===== src/rtl/lzw_dict_ctrl.sv =====
// lzw_dict_ctrl -- LZW compression dictionary controller.
//
// Walks an input symbol stream and extends the current prefix while the
// external CAM reports that {prefix, char} is already in the dictionary.
// On a miss the current prefix is emitted as a code, the new string is
// inserted into the CAM under the next free code, and the prefix restarts
// from the missed character. The final prefix of a stream is emitted with
// out_last set.
//
// Ports
//   clk          sole clock, rising edge
//   rst          asynchronous reset, active low
//   in_valid     input symbol valid
//   in_ready     controller accepts a symbol this cycle
//   in_char      input symbol (CHAR_W bits)
//   in_last      symbol is the final one of its stream
//   out_valid    out_code / out_last valid
//   out_ready    downstream accepts the code
//   out_code     emitted code (CODE_W bits)
//   out_last     emitted code closes the stream
//   cam_key      {prefix, char} presented to the CAM for search and write
//   cam_search   one-cycle search strobe
//   cam_hit      CAM match flag, one cycle after cam_search
//   cam_code     matching code, valid with cam_hit
//   cam_wr       one-cycle insert strobe
//   cam_wr_code  code assigned to cam_key on insert
//   clr          dictionary clear, honoured only while idle
//   dict_full    every code has been allocated

module lzw_dict_ctrl #(
  parameter int CHAR_W = 8,
  parameter int CODE_W = 12
) (
  input  logic                     clk,
  input  logic                     rst,
  input  logic                     in_valid,
  output logic                     in_ready,
  input  logic [CHAR_W-1:0]        in_char,
  input  logic                     in_last,
  output logic                     out_valid,
  input  logic                     out_ready,
  output logic [CODE_W-1:0]        out_code,
  output logic                     out_last,
  output logic [CODE_W+CHAR_W-1:0] cam_key,
  output logic                     cam_search,
  input  logic                     cam_hit,
  input  logic [CODE_W-1:0]        cam_code,
  output logic                     cam_wr,
  output logic [CODE_W-1:0]        cam_wr_code,
  input  logic                     clr,
  output logic                     dict_full
);

  localparam int KEY_W = CODE_W + CHAR_W;

  // First allocatable code sits just above the literal symbol codes;
  // LAST_CODE is the highest code the dictionary can hold.
  localparam logic [CODE_W:0] FIRST_CODE =
    {{(CODE_W-CHAR_W){1'b0}}, 1'b1, {CHAR_W{1'b0}}};
  localparam logic [CODE_W:0] LAST_CODE = {1'b0, {CODE_W{1'b1}}};

  typedef enum logic [2:0] {
    IDLE,
    GET,
    LOOKUP,
    EMIT,
    FLUSH
  } state_t;

  state_t             state;
  state_t             state_nx;

  logic [CODE_W-1:0]  prefix;
  logic [CHAR_W-1:0]  char_q;
  logic               last_q;
  logic [CODE_W:0]    next_code;
  logic               full_q;
  logic [KEY_W-1:0]   key_q;
  // Keeps in_ready low until the first clock edge after reset release.
  logic               live;

  // ---------------------------------------------------------------
  // State register
  // ---------------------------------------------------------------
  always_ff @(posedge clk or negedge rst) begin
    if (!rst) begin
      state <= IDLE;
    end else begin
      state <= state_nx;
    end
  end

  // ---------------------------------------------------------------
  // Next-state logic
  // ---------------------------------------------------------------
  always_comb begin
    state_nx = state;
    case (state)
      IDLE: begin
        if (in_valid && live) begin
          state_nx = in_last ? FLUSH : GET;
        end
      end
      GET: begin
        if (in_valid) begin
          state_nx = LOOKUP;
        end
      end
      LOOKUP: begin
        if (cam_hit) begin
          state_nx = last_q ? FLUSH : GET;
        end else begin
          state_nx = EMIT;
        end
      end
      EMIT: begin
        if (out_ready) begin
          state_nx = last_q ? FLUSH : GET;
        end
      end
      FLUSH: begin
        if (out_ready) begin
          state_nx = IDLE;
        end
      end
      default: state_nx = IDLE;
    endcase
  end

  // ---------------------------------------------------------------
  // Output logic
  // ---------------------------------------------------------------
  always_comb begin
    in_ready   = 1'b0;
    out_valid  = 1'b0;
    out_last   = 1'b0;
    cam_search = 1'b0;
    cam_wr     = 1'b0;
    case (state)
      IDLE: begin
        in_ready = live;
      end
      GET: begin
        in_ready   = 1'b1;
        cam_search = in_valid;
      end
      LOOKUP: begin
      end
      EMIT: begin
        out_valid = 1'b1;
        cam_wr    = out_ready && !full_q;
      end
      FLUSH: begin
        out_valid = 1'b1;
        out_last  = 1'b1;
      end
      default: begin
      end
    endcase

    // prefix only changes on a completed handshake, so the emitted code
    // is stable for as long as the downstream stalls.
    out_code    = out_valid ? prefix : '0;
    cam_wr_code = cam_wr ? next_code[CODE_W-1:0] : '0;

    // Search and write are mutually exclusive by state; with neither
    // strobe active the key parks on its last driven value.
    if (cam_search) begin
      cam_key = {prefix, in_char};
    end else if (cam_wr) begin
      cam_key = {prefix, char_q};
    end else begin
      cam_key = key_q;
    end
  end

  assign dict_full = full_q;

  // ---------------------------------------------------------------
  // Datapath: prefix, latched symbol, code allocator, parked CAM key
  // ---------------------------------------------------------------
  always_ff @(posedge clk or negedge rst) begin
    if (!rst) begin
      live      <= 1'b0;
      prefix    <= '0;
      char_q    <= '0;
      last_q    <= 1'b0;
      next_code <= FIRST_CODE;
      full_q    <= 1'b0;
      key_q     <= '0;
    end else begin
      live <= 1'b1;

      if (cam_search || cam_wr) begin
        key_q <= cam_key;
      end

      case (state)
        IDLE: begin
          if (clr) begin
            next_code <= FIRST_CODE;
            full_q    <= 1'b0;
          end
          if (in_valid && live) begin
            prefix <= CODE_W'(in_char);
            last_q <= in_last;
          end
        end
        GET: begin
          if (in_valid) begin
            char_q <= in_char;
            last_q <= in_last;
          end
        end
        LOOKUP: begin
          if (cam_hit) begin
            prefix <= cam_code;
          end
        end
        EMIT: begin
          if (out_ready) begin
            prefix <= CODE_W'(char_q);
            if (cam_wr) begin
              next_code <= next_code + 1'b1;
              if (next_code == LAST_CODE) begin
                full_q <= 1'b1;
              end
            end
          end
        end
        default: begin
        end
      endcase
    end
  end

endmodule


===== config.mk =====
export PLATFORM = sky130hd
export DESIGN_NAME = lzw_dict_ctrl
export DESIGN_NICKNAME = d
export VERILOG_FILES = /design/src/rtl/lzw_dict_ctrl.sv
export SDC_FILE = /design/constraint.sdc
export NUM_CORES = 1
export LEC_CHECK = 0
export CAP_MARGIN = 10
export CORE_ASPECT_RATIO = 1.5
export CORE_MARGIN = 2
export CORE_UTILIZATION = 53
export DETAILED_ROUTE_END_ITERATION = 6
export PLACE_DENSITY_LB_ADDON = 0.3
export SLEW_MARGIN = 20
export SYNTH_ARGS = -nofsm -noshare
export SYNTH_HDL_FRONTEND = slang
export SYNTH_SLANG_ARGS = --single-unit

===== constraint.sdc =====
create_clock -name clk -period 6.2 [get_ports clk]
set_clock_uncertainty 0.15 [all_clocks]
set_input_delay 1.24 -clock clk [delete_from_list [all_inputs] [get_ports clk]]
set_output_delay 1.24 -clock clk [all_outputs]
set_load 0.02 [all_outputs]

==> results of run 1 <==
cell families (layout without fill, tap and decap cells):
family | count (synthesis) | count (layout) | share of synthesized area [%]
AND/OR/NAND/NOR | 111 | 111 | 17.8
flip-flops | 59 | 59 | 47.5
AO/OA/AOI/OAI | 58 | 58 | 10.8
multiplexers | 53 | 53 | 18.4
buffers and inverters | 28 | 109 | 4.07
XOR/XNOR | 3 | 3 | 0.846
adder cells (fa/ha/maj) | 1 | 1 | 0.403
other | 1 | 1 | 0.121
stage by stage:
step	hold WS, ps	util [%]
finish	342	71.8
global route	359	71.8
global placement	312	68.1
detailed placement	321	68.1
floorplan	301	-
CTS	335	71.8
layout make-up:
cell class	instances	area share [%]
Clock inverter	6	1.94
Timing Repair Buffer	81	19.2
Clock buffer	10	3.10
Inverter	12	1.09
Sequential cell	59	35.9
Tap cell	72	2.19
Multi-Input combinational cell	227	36.6
path summary, 6_finish.rpt:
kind	from	endpoint	cells past startpoint
max	out_ready	cam_key[7]	7
min	next_code[12]	next_code[12]	1
max reg2reg	state[1]	next_code[5]	6
min reg2reg	next_code[12]	next_code[12]	1
max in group asynchronous	rst	char_q[3]	2
min in group asynchronous	rst	next_code[1]	2
synthesized netlist by cell type, drive strengths merged (2+ instances only):
cell type | instances | area share, %
o21ai | 26 | 4.2
xnor2 | 3 | 0.85
nor4 | 2 | 0.40
o31ai | 2 | 0.48
buf | 8 | 1.7
a21o | 2 | 0.48
clkbuf | 8 | 0.97
a21oi | 16 | 2.6
nand3 | 7 | 1.1
o21a | 2 | 0.48
mux2i | 20 | 6.4
and3 | 2 | 0.40
and2 | 21 | 4.2
nand4 | 2 | 0.40
nor2 | 16 | 1.9
dfrtp | 58 | 47
or4 | 3 | 0.72
o211ai | 3 | 0.72
nand2b | 2 | 0.40
or3 | 2 | 0.40
nand4b | 2 | 0.56
mux2 | 33 | 12
nand2 | 43 | 5.2
inv | 12 | 1.4
nand3b | 2 | 0.48
nor3 | 3 | 0.48
worst max-delay path, stage by stage:
cell	delay, ps
clkdlybuf4s50_1	570
nand4b_1	270
nand2b_1	520
inv_1	330
mux2i_1	140
o21ai_0	210
clkdlybuf4s50_1	650
state kept, by name, summed over array words and instances (netlist names):
register,cells
key_q,20
state,3
prefix,12
dict_full,1
live,1
char_q,8
next_code,13
last_q,1
power by group:
group	leakage (nW)	internal, W	switching, W
Combinational	0.916	0.000424	0.000415
Sequential	0.751	0.000519	0.000135
Clock	0.110	0.000223	0.000150
routing by layer:
metal | wire length [um] | up-vias | share of wire (%) | track usage (%)
li1 | - | 1241 | - | -
met1 | 2820 | 1236 | 39 | 29.4
met2 | 3800 | 92 | 52 | 40.2
met3 | 400 | 20 | 5.5 | 5.65
met4 | 226 | 0 | 3.1 | 12.2
met5 | 0 | - | 0 | 0
==> impl_metrics.yaml, run 1 <==
outcome:
  outcome: "completed"
final_layout:
  drive_gt1_share_pct: 14.7
  fill_cells: 428
  final_common_cell: "clkdlybuf4s50_1"
  final_cell_mix: "clkdlybuf4s50_1, dfrtp_1, nand2_1"
  final_cell_area_um2: 4120
  instances_no_fill: 467
  syn_to_final_growth_pct: 32.6
  nets: 418
  n_antenna_cell: 0
  multi_input_area_um2: 1510
  register_area_um2: 1480
placed_design:
  portBuffers: 76
  dp_hpwl_mm: 5.13
  gp_congestion: 0.886
  dp_slack_ps: 870
  numPlacedInstances: 451
  dpl_cell_area_um2: 3910
grt:
  grtUsageTotal_pct: 24.4
  grt_max_degree: 60
  grt_antenna_before_repair: 0
  grt_pass1_vias: 2603
  grt_pass1_wl_mm: 12.2
  grt_remaining_overflow: 0
logic_synthesis:
  syn-num-nets: 342
  syn_area_um2: 3110
  postSynthRegisterBits: 59
  async_reset_ff_share_pct: 100
  yosysWarnings: 0
  postSynthCellCount: 314
  ys_types: 42
  synth_ff_type: "dfrtp_1"
  yosysSeqAreaShare_pct: 47.5
  syn_avg_cell_area_um2: 9.90
  synth_edf_count: 0
detailed_routing:
  routedWlPerCell_um: 15.5
  totalWireLength_mm: 7.25
  detail_route.iter0.violations: 283
  vias: 2589
  first_pass_iters: 4
  drcViolationCount: 0
  ant_nets: 0
  routed_via_density: 5.54
sta:
  hold_viol: 0
  setup_slack_ps: 881
  relSlewSlack_pct: 35.5
  setup_tns_ps: 0
  max_freq_ghz: 0.188
  rsz0062_at_grt: "false"
  finalSetupViolations: 0
  worst_pin_slew_ps: 967
  report.final.slew_viol_count: 0
  min_period_ps: 5320
  period_share_pct: 85.8
clock_network:
  clkTransAtPathRegs_ps: 60
  clkLatencyLatePin_ps: 340
  cts.repair.resized: 0
  cts_tree: "yes"
  clk_path_buf_depth: 2
  postCtsSetupBuffers: 0
  cts_max_level: 3
  cts_hold_buf: 0
  cts_made_buffers: 9
  cts_sinks: 59
  cts_root_buf: "clkbuf_8"
critical_path:
  path_max_fanout: 14
  worstPathArrival_ps: 3930
  startpoint_type: "input pin"
  cp.required_ps: 4810
  critPathKind: "input pin to output port"
  reg2reg_slack_ps: 3210
  crit_path_end_kind: "output port"
power:
  power_density_nw_per_um2: 453
  power_w: 0.00187
  p_leak_nw: 1.78
  ir_drop_uv: 288
min_path:
  hp-class: "register to register"
die:
  coreArea_um2: 5740
  num_io_pins: 77
  die-area_um2: 6510
  die_w_um: 66.5
  initial_utilization_pct: 54.1
  fp.dieH_um: 97.8
  rows: 34
job:
  maxCapViolations: 0
Note: power is estimated with default switching activity, not from simulation.
==> run 2: changes to the inputs <==
--- a/config.mk
+++ b/config.mk
@@ -5,7 +5,6 @@
 export SDC_FILE = /design/constraint.sdc
 export NUM_CORES = 1
 export LEC_CHECK = 0
-export CAP_MARGIN = 10
 export CORE_ASPECT_RATIO = 1.5
 export CORE_MARGIN = 2
 export CORE_UTILIZATION = 53
==> results of run 2 <==
The final DEF is identical to that of run 1; final timing and power are the same.
